## src/rtl/arcade_input_mapper_if.sv

```systemverilog
// Host-side control bundle for the arcade input mapper: hps_io key/joystick
// words and option bits in, registered active-high player controls out.
interface arcade_input_mapper_if #(
  parameter int NUM_BTN = 2
);
  logic               ce;
  logic [64:0]        ps2_key;
  logic [15:0]        joystick_0;
  logic [15:0]        joystick_1;
  logic [1:0]         rotate;
  logic [1:0]         autofire_en;
  logic               coin_mode;
  logic [3:0]         p1_dir;
  logic [3:0]         p2_dir;
  logic [NUM_BTN-1:0] p1_btn;
  logic [NUM_BTN-1:0] p2_btn;
  logic [1:0]         start;
  logic [1:0]         coin;

  modport master (
    output ce, ps2_key, joystick_0, joystick_1, rotate, autofire_en, coin_mode,
    input  p1_dir, p2_dir, p1_btn, p2_btn, start, coin
  );

  modport slave (
    input  ce, ps2_key, joystick_0, joystick_1, rotate, autofire_en, coin_mode,
    output p1_dir, p2_dir, p1_btn, p2_btn, start, coin
  );
endinterface

```

## src/rtl/arcade_input_mapper.sv

```systemverilog
// Two-player control mapper: PS/2 key latches merged with MiSTer joysticks,
// orientation rotation, btn0 autofire and a coin-pulse FSM per slot.
module arcade_input_player #(
  parameter int NUM_BTN  = 2,
  parameter int COIN_LEN = 16,
  parameter int COIN_GAP = 32
) (
  input  logic               clk_sys,
  input  logic               reset_n,
  input  logic               ce,
  input  logic [1:0]         rotate,
  input  logic               af_en,
  input  logic               af_phase,
  input  logic               coin_mode,
  input  logic [5+NUM_BTN:0] joy,
  input  logic [3:0]         kdir,
  input  logic [NUM_BTN-1:0] kbtn,
  input  logic               kstart,
  input  logic               kcoin,
  output logic [3:0]         dir,
  output logic [NUM_BTN-1:0] btn,
  output logic               start,
  output logic               coin
);
  typedef enum logic [1:0] {IDLE, PULSE, GAP} coin_st_e;

  localparam logic [15:0] LEN_LD = 16'(COIN_LEN);
  localparam logic [15:0] GAP_LD = 16'(COIN_GAP);

  logic [3:0]         raw_dir, dir_d, dir_q;
  logic [NUM_BTN-1:0] raw_btn, btn_d, btn_q;
  logic               raw_start, raw_coin, req;
  logic               start_d, start_q;
  logic               coin_prev_d, coin_prev_q, start_prev_d, start_prev_q;
  coin_st_e           state_q;
  logic [15:0]        cnt_q;
  logic               pend_q, coin_q;

  always_comb begin
    raw_dir   = kdir | joy[3:0];
    raw_btn   = kbtn | joy[4 +: NUM_BTN];
    raw_start = kstart | joy[4+NUM_BTN];
    raw_coin  = kcoin | joy[5+NUM_BTN];
    // dir layout is {up,down,left,right}
    case (rotate)
      2'd1:    dir_d = {raw_dir[1], raw_dir[0], raw_dir[2], raw_dir[3]};
      2'd2:    dir_d = {raw_dir[0], raw_dir[1], raw_dir[3], raw_dir[2]};
      default: dir_d = raw_dir;
    endcase
    btn_d = raw_btn;
    if (af_en) btn_d[0] = raw_btn[0] & af_phase;
    start_d      = raw_start;
    coin_prev_d  = raw_coin;
    start_prev_d = raw_start;
    req = (raw_coin & ~coin_prev_q) | (~coin_mode & raw_start & ~start_prev_q);
  end

  // Edge trackers come out of reset high so a source already held during
  // reset is not mistaken for a fresh press.
  always_ff @(posedge clk_sys or negedge reset_n) begin
    if (!reset_n) begin
      dir_q        <= '0;
      btn_q        <= '0;
      start_q      <= 1'b0;
      coin_prev_q  <= 1'b1;
      start_prev_q <= 1'b1;
    end else begin
      dir_q        <= dir_d;
      btn_q        <= btn_d;
      start_q      <= start_d;
      coin_prev_q  <= coin_prev_d;
      start_prev_q <= start_prev_d;
    end
  end

  // coin_q tracks the registered state so the pulse covers every ce tick
  // spent in PULSE; a request arriving on an expiry cycle is never dropped.
  always_ff @(posedge clk_sys or negedge reset_n) begin
    if (!reset_n) begin
      state_q <= IDLE;
      cnt_q   <= '0;
      pend_q  <= 1'b0;
      coin_q  <= 1'b0;
    end else begin
      case (state_q)
        IDLE: if (req) begin
          state_q <= PULSE;
          cnt_q   <= LEN_LD;
          coin_q  <= 1'b1;
        end
        PULSE: begin
          if (ce && cnt_q == 16'd1) begin
            if (COIN_GAP != 0) begin
              state_q <= GAP;
              cnt_q   <= GAP_LD;
              coin_q  <= 1'b0;
              pend_q  <= pend_q | req;
            end else if (pend_q || req) begin
              cnt_q  <= LEN_LD;
              pend_q <= pend_q & req;
            end else begin
              state_q <= IDLE;
              cnt_q   <= '0;
              coin_q  <= 1'b0;
            end
          end else begin
            if (ce) cnt_q <= cnt_q - 16'd1;
            if (req) pend_q <= 1'b1;
          end
        end
        GAP: begin
          if (ce && cnt_q == 16'd1) begin
            if (pend_q || req) begin
              state_q <= PULSE;
              cnt_q   <= LEN_LD;
              coin_q  <= 1'b1;
              pend_q  <= pend_q & req;
            end else begin
              state_q <= IDLE;
              cnt_q   <= '0;
            end
          end else begin
            if (ce) cnt_q <= cnt_q - 16'd1;
            if (req) pend_q <= 1'b1;
          end
        end
        default: begin
          state_q <= IDLE;
          coin_q  <= 1'b0;
        end
      endcase
    end
  end

  assign dir   = dir_q;
  assign btn   = btn_q;
  assign start = start_q;
  assign coin  = coin_q;
endmodule

module arcade_input_mapper #(
  parameter int NUM_BTN  = 2,
  parameter int COIN_LEN = 16,
  parameter int COIN_GAP = 32,
  parameter int AF_HALF  = 4
) (
  input logic             clk_sys,
  input logic             reset_n,
  arcade_input_mapper_if.slave io
);
  localparam int B1 = (NUM_BTN >= 2) ? 1 : 0;

  logic                    old_tog_d, old_tog_q;
  logic [1:0][3:0]         kdir_d, kdir_q;
  logic [1:0][NUM_BTN-1:0] kbtn_d, kbtn_q;
  logic [1:0]              kstart_d, kstart_q, kcoin_d, kcoin_q;
  logic [7:0]              af_cnt_d, af_cnt_q;
  logic                    af_phase_d, af_phase_q;
  logic                    key_evt, key_dn;
  logic [1:0][15:0]        joy;
  logic [1:0][3:0]         dir;
  logic [1:0][NUM_BTN-1:0] btn;
  logic [1:0]              start, coin;
  logic                    unused_bits;

  assign joy         = {io.joystick_1, io.joystick_0};
  assign unused_bits = ^{io.ps2_key[23:16], joy};

  always_comb begin
    old_tog_d  = io.ps2_key[64];
    kdir_d     = kdir_q;
    kbtn_d     = kbtn_q;
    kstart_d   = kstart_q;
    kcoin_d    = kcoin_q;
    af_cnt_d   = af_cnt_q;
    af_phase_d = af_phase_q;
    key_dn  = io.ps2_key[15:8] != 8'hF0;
    key_evt = (io.ps2_key[64] != old_tog_q) && (io.ps2_key[63:24] == '0);
    if (key_evt) begin
      case (io.ps2_key[7:0])
        8'h75:        kdir_d[0][3] = key_dn;
        8'h72:        kdir_d[0][2] = key_dn;
        8'h6B:        kdir_d[0][1] = key_dn;
        8'h74:        kdir_d[0][0] = key_dn;
        8'h29, 8'h14: kbtn_d[0][0] = key_dn;
        8'h11:        if (NUM_BTN >= 2) kbtn_d[0][B1] = key_dn;
        8'h05:        kstart_d[0]  = key_dn;
        8'h2E:        kcoin_d[0]   = key_dn;
        8'h2D:        kdir_d[1][3] = key_dn;
        8'h2B:        kdir_d[1][2] = key_dn;
        8'h23:        kdir_d[1][1] = key_dn;
        8'h34:        kdir_d[1][0] = key_dn;
        8'h1C:        kbtn_d[1][0] = key_dn;
        8'h06:        kstart_d[1]  = key_dn;
        8'h36:        kcoin_d[1]   = key_dn;
        default: ;
      endcase
    end
    if (io.ce) begin
      if (af_cnt_q == 8'(AF_HALF - 1)) begin
        af_cnt_d   = '0;
        af_phase_d = ~af_phase_q;
      end else begin
        af_cnt_d = af_cnt_q + 8'd1;
      end
    end
  end

  always_ff @(posedge clk_sys or negedge reset_n) begin
    if (!reset_n) begin
      old_tog_q  <= 1'b0;
      kdir_q     <= '0;
      kbtn_q     <= '0;
      kstart_q   <= '0;
      kcoin_q    <= '0;
      af_cnt_q   <= '0;
      af_phase_q <= 1'b1;
    end else begin
      old_tog_q  <= old_tog_d;
      kdir_q     <= kdir_d;
      kbtn_q     <= kbtn_d;
      kstart_q   <= kstart_d;
      kcoin_q    <= kcoin_d;
      af_cnt_q   <= af_cnt_d;
      af_phase_q <= af_phase_d;
    end
  end

  for (genvar p = 0; p < 2; p++) begin : g_pl
    arcade_input_player #(
      .NUM_BTN (NUM_BTN),
      .COIN_LEN(COIN_LEN),
      .COIN_GAP(COIN_GAP)
    ) u_pl (
      .clk_sys  (clk_sys),
      .reset_n  (reset_n),
      .ce       (io.ce),
      .rotate   (io.rotate),
      .af_en    (io.autofire_en[p]),
      .af_phase (af_phase_q),
      .coin_mode(io.coin_mode),
      .joy      (joy[p][5+NUM_BTN:0]),
      .kdir     (kdir_q[p]),
      .kbtn     (kbtn_q[p]),
      .kstart   (kstart_q[p]),
      .kcoin    (kcoin_q[p]),
      .dir      (dir[p]),
      .btn      (btn[p]),
      .start    (start[p]),
      .coin     (coin[p])
    );
  end

  assign io.p1_dir = dir[0];
  assign io.p2_dir = dir[1];
  assign io.p1_btn = btn[0];
  assign io.p2_btn = btn[1];
  assign io.start  = start;
  assign io.coin   = coin;
endmodule

```

## src/flat_wrapper.sv

```systemverilog
// flat-port wrapper written by rule: the top's interface ports become plain ports
module arcade_input_mapper_flat 
#(
  parameter int NUM_BTN  = 2,
  parameter int COIN_LEN = 16,
  parameter int COIN_GAP = 32,
  parameter int AF_HALF  = 4
)
  (clk_sys, reset_n, io_ce, io_ps2_key, io_joystick_0, io_joystick_1, io_rotate, io_autofire_en, io_coin_mode, io_p1_dir, io_p2_dir, io_p1_btn, io_p2_btn, io_start, io_coin);
  arcade_input_mapper_if #(.NUM_BTN(NUM_BTN)) io_i ();
  input logic clk_sys;
  input logic reset_n;
  input wire logic [$bits(io_i.ce)-1:0] io_ce;
  input wire logic [$bits(io_i.ps2_key)-1:0] io_ps2_key;
  input wire logic [$bits(io_i.joystick_0)-1:0] io_joystick_0;
  input wire logic [$bits(io_i.joystick_1)-1:0] io_joystick_1;
  input wire logic [$bits(io_i.rotate)-1:0] io_rotate;
  input wire logic [$bits(io_i.autofire_en)-1:0] io_autofire_en;
  input wire logic [$bits(io_i.coin_mode)-1:0] io_coin_mode;
  output wire logic [$bits(io_i.p1_dir)-1:0] io_p1_dir;
  output wire logic [$bits(io_i.p2_dir)-1:0] io_p2_dir;
  output wire logic [$bits(io_i.p1_btn)-1:0] io_p1_btn;
  output wire logic [$bits(io_i.p2_btn)-1:0] io_p2_btn;
  output wire logic [$bits(io_i.start)-1:0] io_start;
  output wire logic [$bits(io_i.coin)-1:0] io_coin;
  assign io_i.ce = io_ce;
  assign io_i.ps2_key = io_ps2_key;
  assign io_i.joystick_0 = io_joystick_0;
  assign io_i.joystick_1 = io_joystick_1;
  assign io_i.rotate = io_rotate;
  assign io_i.autofire_en = io_autofire_en;
  assign io_i.coin_mode = io_coin_mode;
  assign io_p1_dir = io_i.p1_dir;
  assign io_p2_dir = io_i.p2_dir;
  assign io_p1_btn = io_i.p1_btn;
  assign io_p2_btn = io_i.p2_btn;
  assign io_start = io_i.start;
  assign io_coin = io_i.coin;
  arcade_input_mapper #(.NUM_BTN(NUM_BTN), .COIN_LEN(COIN_LEN), .COIN_GAP(COIN_GAP), .AF_HALF(AF_HALF)) u_core (.clk_sys(clk_sys), .reset_n(reset_n), .io(io_i));
endmodule
```

## config.mk

```make
export PLATFORM = sky130hd
export DESIGN_NAME = arcade_input_mapper_flat
export DESIGN_NICKNAME = d
export VERILOG_FILES = /design/src/rtl/arcade_input_mapper_if.sv /design/src/rtl/arcade_input_mapper.sv /design/src/flat_wrapper.sv
export SDC_FILE = /design/constraint.sdc
export NUM_CORES = 1
export LEC_CHECK = 0
export CELL_PAD_IN_SITES_DETAIL_PLACEMENT = 1
export CELL_PAD_IN_SITES_GLOBAL_PLACEMENT = 1
export CORE_MARGIN = 5
export CORE_UTILIZATION = 40
export CTS_CLUSTER_SIZE = 30
export DETAILED_ROUTE_END_ITERATION = 8
export PLACE_DENSITY = 0.86
export SLEW_MARGIN = 0
export SYNTH_ARGS = -nofsm -noshare
export SYNTH_HDL_FRONTEND = slang
export SYNTH_SLANG_ARGS = --single-unit
```

## constraint.sdc

```tcl
create_clock -name clk_sys -period 6.7 [get_ports clk_sys]
set_input_delay 1.34 -clock clk_sys [delete_from_list [all_inputs] [get_ports clk_sys]]
set_output_delay 1.34 -clock clk_sys [all_outputs]
set_load 0.05 [all_outputs]
```

== Word level (Yosys, flattened, before mapping) ==
Cells that the tools add are included.

* Input port bits: 105
* Register bits: 83
* Logic and storage cells: 188
* Output and inout port bits: 16

* Multiplexer cells: 47
* Equal/unequal tests: 37
* Bitwise logic cells: 28
* Add/sub/neg operators: 3
* Reductions and logical operators: 37

{| class="wikitable"
|+ Operators by type and width
! kind !! number
|-
| 16-bit 2-to-1 mux || 8
|-
| 16-bit one-hot mux with 3 select lines || 2
|-
| 8-bit by 6-bit equality test with 1-bit output, second input constant || 7
|-
| 40-bit zero test || 1
|-
| 2-bit AND reduction || 20
|-
| 16-bit by 1-bit equality test with 1-bit output, second input constant || 2
|-
| 8-bit by 7-bit equality test with 1-bit output, second input constant || 4
|-
| 16-bit by 1-bit subtractor with 16-bit output, second input constant || 2
|-
| 8-bit by 5-bit equality test with 1-bit output, second input constant || 3
|-
| 1-bit 2-to-1 mux || 20
|-
| 8-bit by 3-bit equality test with 1-bit output, second input constant || 2
|-
| 2-bit inequality test, second input constant || 8
|-
| 4-bit one-hot mux with 2 select lines || 2
|-
| 2-bit 2-to-1 mux || 6
|-
| 2-bit one-hot mux with 3 select lines || 2
|-
| 1-bit bitwise AND || 10
|-
| 5-bit 2-to-1 mux || 2
|-
| 8-bit by 1-bit adder with 8-bit output, second input constant || 1
|-
| 8-bit by 2-bit equality test with 1-bit output, second input constant || 1
|-
| 8-bit 2-to-1 mux || 1
|-
| 8-bit inequality test, second input constant || 1
|-
| 1-bit OR || 8
|-
| 4-bit OR || 2
|-
| 4-bit AND reduction || 2
|-
| 16 further kinds || 35
|}

== Depth between registers and ports, before layout ==
Gate-level depths: netlist of the first run.

* Depth after elaboration: 8
* Gate-level depth with buffers: 8
* Mapped depth without buffers: 7

== Modules after synthesis ==
From an unflattened synthesis of the first run, not the netlist that was laid out.

* Cell total of the unflattened synthesis: 490
* Area total of the unflattened synthesis: 4932.2 um2

{| class="wikitable"
|+ Modules (own cells, without submodules)
! module !! sequential area each (um2) !! cells an instance !! times used !! area an instance (um2)
|-
| arcade_input_player at u_core.g_pl[0].u_pl || 728.2 || 175 || 1 || 1675.4
|-
| arcade_input_player at u_core.g_pl[1].u_pl || 728.2 || 180 || 1 || 1672.9
|-
| arcade_input_mapper || 626.9 || 135 || 1 || 1584.0
|}

== Least setup slack after synthesis of the first run ==
Ideal clock, no wire load.

* Path kind: input-to-reg
* Start point: in io_joystick_1[6]
* End point: reg u_core.g_pl[1].u_pl.state_q[1]
* Path buffers: 1
* Data required time: 6575 ps
* Stages on the path: 5
* Slack: 3768 ps
* Arrival: 2807 ps
* Cells stage by stage: or2_2 > a221oi_1 > buf_2 > nor2_1 > mux2_2

* Word-level cells in the longest chain between the ends: 6

{| class="wikitable"
|+ Ends and longest elaborated chain
! item !! line !! RTL
|-
| start: declaration || flat_wrapper.sv:16 || <nowiki>input wire logic [$bits(io_i.joystick_1)-1:0] io_joystick_1;</nowiki>
|-
| 1-bit OR || arcade_input_mapper.sv:42 || <nowiki>raw_start = kstart | joy[4+NUM_BTN];</nowiki>
|-
| 1-bit bitwise AND (2 in series) || arcade_input_mapper.sv:55 || <nowiki>req = (raw_coin & ~coin_prev_q) | (~coin_mode & raw_start & ~start_prev_q);</nowiki>
|-
| 1-bit OR || arcade_input_mapper.sv:55 ||
|-
| 2-bit inequality test (no source line) || -- ||
|-
| 3-bit AND reduction (no source line) || -- ||
|-
| end signal: assignment || arcade_input_mapper.sv:80 || <nowiki>state_q <= IDLE;</nowiki>
|-
| end signal: assignment || arcade_input_mapper.sv:87 || <nowiki>state_q <= PULSE;</nowiki>
|-
| end signal: assignment || arcade_input_mapper.sv:94 || <nowiki>state_q <= GAP;</nowiki>
|-
| end: declaration || arcade_input_mapper.sv:35 || <nowiki>coin_st_e state_q;</nowiki>
|}

No other way between the ends.
A chain may end at the register's enable or synchronous reset.

== Worst setup path after layout of the first run ==
* Start point: in io_ce
* End point: reg u_core.g_pl[1].u_pl.cnt_q[13]

* Word-level cells in the longest chain between the ends: 3

{| class="wikitable"
|+ Ends and longest elaborated chain
! item !! line !! RTL
|-
| start: declaration || flat_wrapper.sv:13 || <nowiki>input wire logic [$bits(io_i.ce)-1:0] io_ce;</nowiki>
|-
| 16-bit 2-to-1 mux or 1-bit logical AND (tied branches) || -- ||
|-
| 16-bit 2-to-1 mux (on tied branches) || arcade_input_mapper.sv:112, arcade_input_mapper.sv:92 ||
|-
| 16-bit one-hot mux with 3 select lines (*) || arcade_input_mapper.sv:85 || <nowiki>case (state_q)</nowiki>
|-
| end signal: assignment || arcade_input_mapper.sv:107 || <nowiki>if (ce) cnt_q <= cnt_q - 16'd1;</nowiki>
|-
| end signal: assignment || arcade_input_mapper.sv:123 || <nowiki>if (ce) cnt_q <= cnt_q - 16'd1;</nowiki>
|-
| end: declaration || arcade_input_mapper.sv:36 || <nowiki>logic [15:0] cnt_q;</nowiki>
|}

Every way passes the cells marked *; elsewhere a longest branch is shown, timed or not.

==> impl_metrics.yaml, run 1 <==
cts:
  clock_tree.htree_level_count: 3
  cts_made_buffers: 9
  cts_hold_buffers: 0
  tritoncts_clock_tree: "yes"
  clkSinkCount: 83
  post_cts_resized: 0
  root_buffer: "sky130_fd_sc_hd__clkbuf_16"
  clkLatencyLatePin_ns: 0.34
  path_clk_slew_ns: 0.06
  number_of_buffers_added_for_setup_after_cts: 0
  cts.path.max_buffers: 2
setup_path:
  worstRegToRegCells: 5
  crit_path_max_fanout: 17
  critical_path.endpoint_type: "flip-flop"
  cp-start-kind: "input port"
  worst_ep_required_time_ns: 6.88
  critPathKind: "input port to flip-flop"
  arrival_ns: 4.26
die:
  design.die.area_um2: 13700
  rows: 39
  coreArea_um2: 11400
  top_level_ports: 121
  initial_utilization: 0.405
  die_height_um: 117
  die_w_um: 117
synth:
  syn_inst: 470
  yosysSeqAreaShare: 0.453
  synth_enable_flop_cells: 0
  synth.distinct_cells: 59
  ys_ff_latch: 83
  yosysWarnings: 0
  post-synth-top-area-fraction: 0.424
  syn_avg_cell_area_um2: 9.79
  synthesis.area_um2: 4600
  postSynth.topFlopCell: "sky130_fd_sc_hd__dfrtp_1"
  synth_area_leaders: "sky130_fd_sc_hd__dfrtp_1 (42%), sky130_fd_sc_hd__xnor2_1 (4.8%), sky130_fd_sc_hd__ha_1 (4.4%)"
  yosysTopAreaCell: "sky130_fd_sc_hd__dfrtp_1"
  synth_async_sr_flop_share: 1.00
  synthesis.nets: 591
timing:
  clock_skew_ns: 0.00533
  fmaxAchievable_mhz: 245
  final.setup.tns_ns: 0
  max_slew.worst_pin.slew_ns: 1.11
  number_of_endpoints_failing_setup_at_the_final_stage: 0
  timing.final.crit_share: 0.609
  report.final.hold_viol_count: 0
  rsz_0062_raised_after_global_routing: "false"
  timing.final.crit_period_ns: 4.08
  final_max_slew_viol_count: 0
  timing.max_slew.rel_slack: 0.260
power:
  vdd_ir_drop_max_mv: 0.227
  power_density_nw_per_um2: 391
  leakage_nw: 2.51
cells_and_area:
  layout.cells.most_common_list: "sky130_fd_sc_hd__clkdlybuf4s50_1 (95), sky130_fd_sc_hd__dfrtp_1 (78), sky130_fd_sc_hd__nor2_1 (48)"
  layout.cells.most_common: "sky130_fd_sc_hd__clkdlybuf4s50_1"
  n_fill_cell: 1269
  synthToLayoutAreaGrowth_pct: 30.6
  final_net_count: 683
  ff_latch_area_um2: 2080
  multiInputGateArea_um2: 2350
  antennaDiodeCount: 0
  layout_cells_sized_above_1: 0.120
  final_util: 0.529
status:
  run_status: "completed"
global_routing:
  grt_antenna_before_repair: 0
  grt_start_max_net_pins: 84
  globalRouteOverflowTotal: 0
  grt_pass1_vias: 4398
  groute.usage.overall: 0.194
  first_pass_grt_wire_length_mm: 20.8
place:
  detailedPlacementHpwl_mm: 9.53
  gp_congestion: 0.845
  io_buffers: 96
detailed_routing:
  ant_nets: 0
  drt-vias-per-instance: 5.66
  via_count: 4022
  drtIter0Drc: 107
  dr.pass1.iters: 4
  drt_drc_violations_left: 0
  routed_wire_length_per_instance_um: 17.5
  wirelength_mm: 12.4
job:
  max_cap_violations: 0
min_path:
  min_path_type: "flip-flop to flip-flop"
  hold_depth: 1
## critical path, stage by stage
cell	delay, ns
sky130_fd_sc_hd__clkdlybuf4s50_1	0.83
sky130_fd_sc_hd__nor4b_4	0.52
sky130_fd_sc_hd__nand4_1	0.27
sky130_fd_sc_hd__o21a_1	0.25
sky130_fd_sc_hd__a21oi_1	0.90
sky130_fd_sc_hd__nor2_1	0.13
## cell type report
type | instances | share of cell area
clock buffers | 13 | 0.0450
clock inverters | 3 | 0.0114
inverters | 22 | 0.0137
multi-input cells | 348 | 0.392
flip-flops and latches | 83 | 0.347
well taps | 143 | 0.0298
repair buffers | 98 | 0.162
## metal layers
layer  vias to the layer above  routed length [µm]  share of wire  GRT usage
li1                       1895                   -              -          -
met1                      2013                5250           0.42      0.228
met2                        95                6150           0.49      0.335
met3                        19                 800          0.064     0.0524
met4                         0                 242          0.019     0.0757
met5                         -                   0              0          0
## sequential cells by signal, summed over array words and instances (netlist names)
signal,cells
u_core.g_pl.u_pl.state_q,4
u_core.kcoin_q,2
u_core.old_tog_q,1
u_core.af_cnt_q,8
u_core.kbtn_q,3
u_core.g_pl.u_pl.coin,2
u_core.g_pl.u_pl.dir,8
u_core.g_pl.u_pl.coin_prev_q,2
u_core.af_phase_q,1
u_core.g_pl.u_pl.start,2
u_core.g_pl.u_pl.pend_q,2
u_core.g_pl.u_pl.start_prev_q,2
u_core.g_pl.u_pl.cnt_q,32
u_core.kstart_q,2
u_core.kdir_q,8
u_core.g_pl.u_pl.btn,4
## synth_stat cells (all sizes together) (6+ instances only)
library cell  number
dfrtp             78
nor2              48
nand2             32
nor4              30
xnor2             25
inv               22
o21ai             21
nand4             19
mux2              18
ha                16
or2               16
nor3              15
a21oi             14
clkbuf            11
a22oi              8
nand3              8
o2bb2ai            7
buf                6
## stage by stage
step	hold slack (ns)	std cells	area, µm²	power, mW	setup WS (ns)
floorplan	0.431	470	4600	1.50	3.77
finish	0.475	710	6010	2.35	2.62
global route	0.492	710	6010	2.52	2.27
detailed placement	0.469	694	5670	1.80	2.21
CTS	0.484	710	6010	2.37	2.57
global placement	0.461	694	5670	1.73	2.38
## path summary, 6_finish.rpt
path / startpoint / endpoint / slack, ns
worst min register to register: u_core.kbtn_q[1] / u_core.g_pl[0].u_pl.btn[1] / 0.48
worst max register to register: u_core.g_pl[1].u_pl.cnt_q[10] / u_core.g_pl[1].u_pl.cnt_q[13] / 3.95
worst max-delay path: io_ce / u_core.g_pl[1].u_pl.cnt_q[13] / 2.62
max in group asynchronous: reset_n / u_core.g_pl[1].u_pl.dir[0] / 4.86
worst min-delay path: u_core.kbtn_q[1] / u_core.g_pl[0].u_pl.btn[1] / 0.48
min in group asynchronous: reset_n / u_core.g_pl[0].u_pl.cnt_q[5] / 1.19
## where the power goes
group	leakage [nW]	total (mW)	internal [mW]	switching, mW
clock	0.166	0.556	0.358	0.198
sequential	1.07	0.754	0.627	0.127
combinational	1.27	1.04	0.438	0.603
total	2.51	2.35	1.42	0.928
## cell families after synthesis
logic type               synth area share
adder cells (fa/ha/maj)            0.0435
flip-flops                          0.453
AO/OA/AOI/OAI                       0.112
AND/OR/NAND/NOR                     0.260
multiplexers                       0.0449
XOR/XNOR                           0.0514
buffers and inverters              0.0356
No activity file was read; power rests on OpenSTA's default activity.
==> inputs of run 2 (changes only) <==
Settings changed: CORE_UTILIZATION 40 to 37, PLACE_DENSITY 0.86 to 0.8.
Clock period 6.7 ns to 3.85 ns, I/O delays scaled along.
==> run 2 against run 1 <==
Against the previous run: count of clock-buffer cells in the layout is 2 lower; register-to-register slack worse by 2.4 ns; via count hardly changed; clock power rose by 63%; combinational power up 76%; setup slack worse by 1.6 ns; die area up 7.4%; global-route usage down 1.2 points; flip-flop and latch count is the same; sequential share of layout area decreased by 0.19 points; critical path depth rose by 1.
==> impl_metrics.yaml, run 2 (synthesis results as in run 1) <==
cells_and_area:
  layout.cells.most_common_list: "sky130_fd_sc_hd__clkdlybuf4s50_1 (95), sky130_fd_sc_hd__dfrtp_1 (78), sky130_fd_sc_hd__nor2_1 (48)"
  flip_flop_count_of_the_largest_register_all_copies_and_words_added: 32
  synthToLayoutAreaGrowth_pct: 31.3
  n_fill_cell: 1366
  final_net_count: 687
  registers.top_by_ff_count: "u_core.g_pl.u_pl.cnt_q"
  layout_cells_sized_above_1: 0.124
  layout.cells.most_common: "sky130_fd_sc_hd__clkdlybuf4s50_1"
  antennaDiodeCount: 0
status:
  run_status: "completed"
timing:
  report.final.hold_viol_count: 0
  timing.max_slew.rel_slack: 0.276
  max_slew.worst_pin.slew_ns: 1.09
  fmaxAchievable_mhz: 350
  timing.final.crit_share: 0.742
  final.setup.tns_ns: 0
  number_of_endpoints_failing_setup_at_the_final_stage: 0
  rsz_0062_raised_after_global_routing: "false"
  timing.final.crit_period_ns: 2.86
  clock_skew_ns: 0.00578
  final_max_slew_viol_count: 0
place:
  io_buffers: 96
  detailedPlacementHpwl_mm: 9.55
  gp_congestion: 0.809
cts:
  clock_tree.htree_level_count: 3
  cts_made_buffers: 9
  tritoncts_clock_tree: "yes"
  cts_hold_buffers: 0
  post_cts_resized: 0
  number_of_buffers_added_for_setup_after_cts: 0
  cts.path.max_buffers: 2
  path_clk_slew_ns: 0.06
  clkSinkCount: 83
  clkLatencyLatePin_ns: 0.33
  root_buffer: "sky130_fd_sc_hd__clkbuf_16"
die:
  top_level_ports: 121
  design.die.area_um2: 14800
  initial_utilization: 0.380
  rows: 40
  die_height_um: 122
  die_w_um: 122
  coreArea_um2: 12100
global_routing:
  groute.usage.overall: 0.182
  first_pass_grt_wire_length_mm: 21.5
  globalRouteOverflowTotal: 0
  grt_antenna_before_repair: 0
  grt_start_max_net_pins: 84
  grt_pass1_vias: 4417
setup_path:
  critical_path.endpoint_type: "flip-flop"
  cp-start-kind: "input port"
  critPathKind: "input port to flip-flop"
  worst_ep_required_time_ns: 4.05
  crit_path_max_fanout: 12
  arrival_ns: 3.05
detailed_routing:
  routed_wire_length_per_instance_um: 17.3
  dr.pass1.iters: 4
  wirelength_mm: 12.8
  ant_nets: 0
  drtIter0Drc: 179
  drt-vias-per-instance: 5.44
  via_count: 4023
  drt_drc_violations_left: 0
power:
  p_total_mw: 4.05
  vdd_ir_drop_max_mv: 0.241
  power_density_nw_per_um2: 670
  leakage_nw: 2.51
min_path:
  min_path_type: "flip-flop to flip-flop"
job:
  max_cap_violations: 0
==> run 2: cell types whose count changed in the layout (fill, tap and decap cells not counted), sizes merged <==
cell and delta:
buf +4, clkbuf -2, clkinvlp +1, clkinv +1
==> run 2: per-layer routing <==
| layer | wire length, µm | track usage |
|---|---|---|
| met4 | 158 | 0.0490 |
| met5 | 0 | 0 |
| met1 | 5390 | 0.213 |
| met2 | 6430 | 0.322 |
| met3 | 822 | 0.0573 |
==> run 2: area by class of cell <==
class	count	area [µm²]	share of cell area
multi-input cells	348	2350	0.390
flip-flops and latches	83	2080	0.345
repair buffers	102	1000	0.166
clock buffers	11	233	0.0385
well taps	168	210	0.0348
inverters	22	82.6	0.0137
clock inverters	5	77.6	0.0128
==> run 2: final timing paths <==
path | to | depth (start not counted) | startpoint | slack, ns
max | u_core.g_pl[0].u_pl.cnt_q[15] | 7 | io_ce | 0.99
min | u_core.g_pl[0].u_pl.btn[1] | 1 | u_core.kbtn_q[1] | 0.48
max reg2reg | u_core.g_pl[0].u_pl.state_q[1] | 5 | u_core.g_pl[0].u_pl.cnt_q[5] | 1.55
min reg2reg | u_core.g_pl[0].u_pl.btn[1] | 1 | u_core.kbtn_q[1] | 0.48
max in group asynchronous | u_core.g_pl[0].u_pl.dir[1] | 1 | reset_n | 2.52
min in group asynchronous | u_core.g_pl[0].u_pl.cnt_q[12] | 1 | reset_n | 0.61
==> run 2: per-stage QoR <==
step                cells  area, µm²   util  setup slack (ns)  hold WS, ns
floorplan             470       4600      -              1.49        0.431
global placement      723       5730  0.473             0.795        0.462
detailed placement    723       5730  0.473             0.726        0.469
CTS                   739       6040  0.499             0.981        0.483
global route          739       6040  0.499             0.852        0.498
finish                739       6040  0.499             0.992        0.476
==> run 2: worst max-delay path, stage by stage <==
cell and delay, ns:
sky130_fd_sc_hd__clkdlybuf4s50_1 0.59, sky130_fd_sc_hd__buf_4 0.23, sky130_fd_sc_hd__or3b_2 0.50, sky130_fd_sc_hd__nor4_1 0.51, sky130_fd_sc_hd__a21oi_1 0.14, sky130_fd_sc_hd__o21ai_0 0.21, sky130_fd_sc_hd__o31ai_1 0.11
==> run 2: where the power goes <==
part	switching (mW)	total [mW]	internal, mW
registers	0.222	1.31	1.09
logic	1.05	1.83	0.781
clock network	0.338	0.904	0.566
total	1.61	4.05	2.44
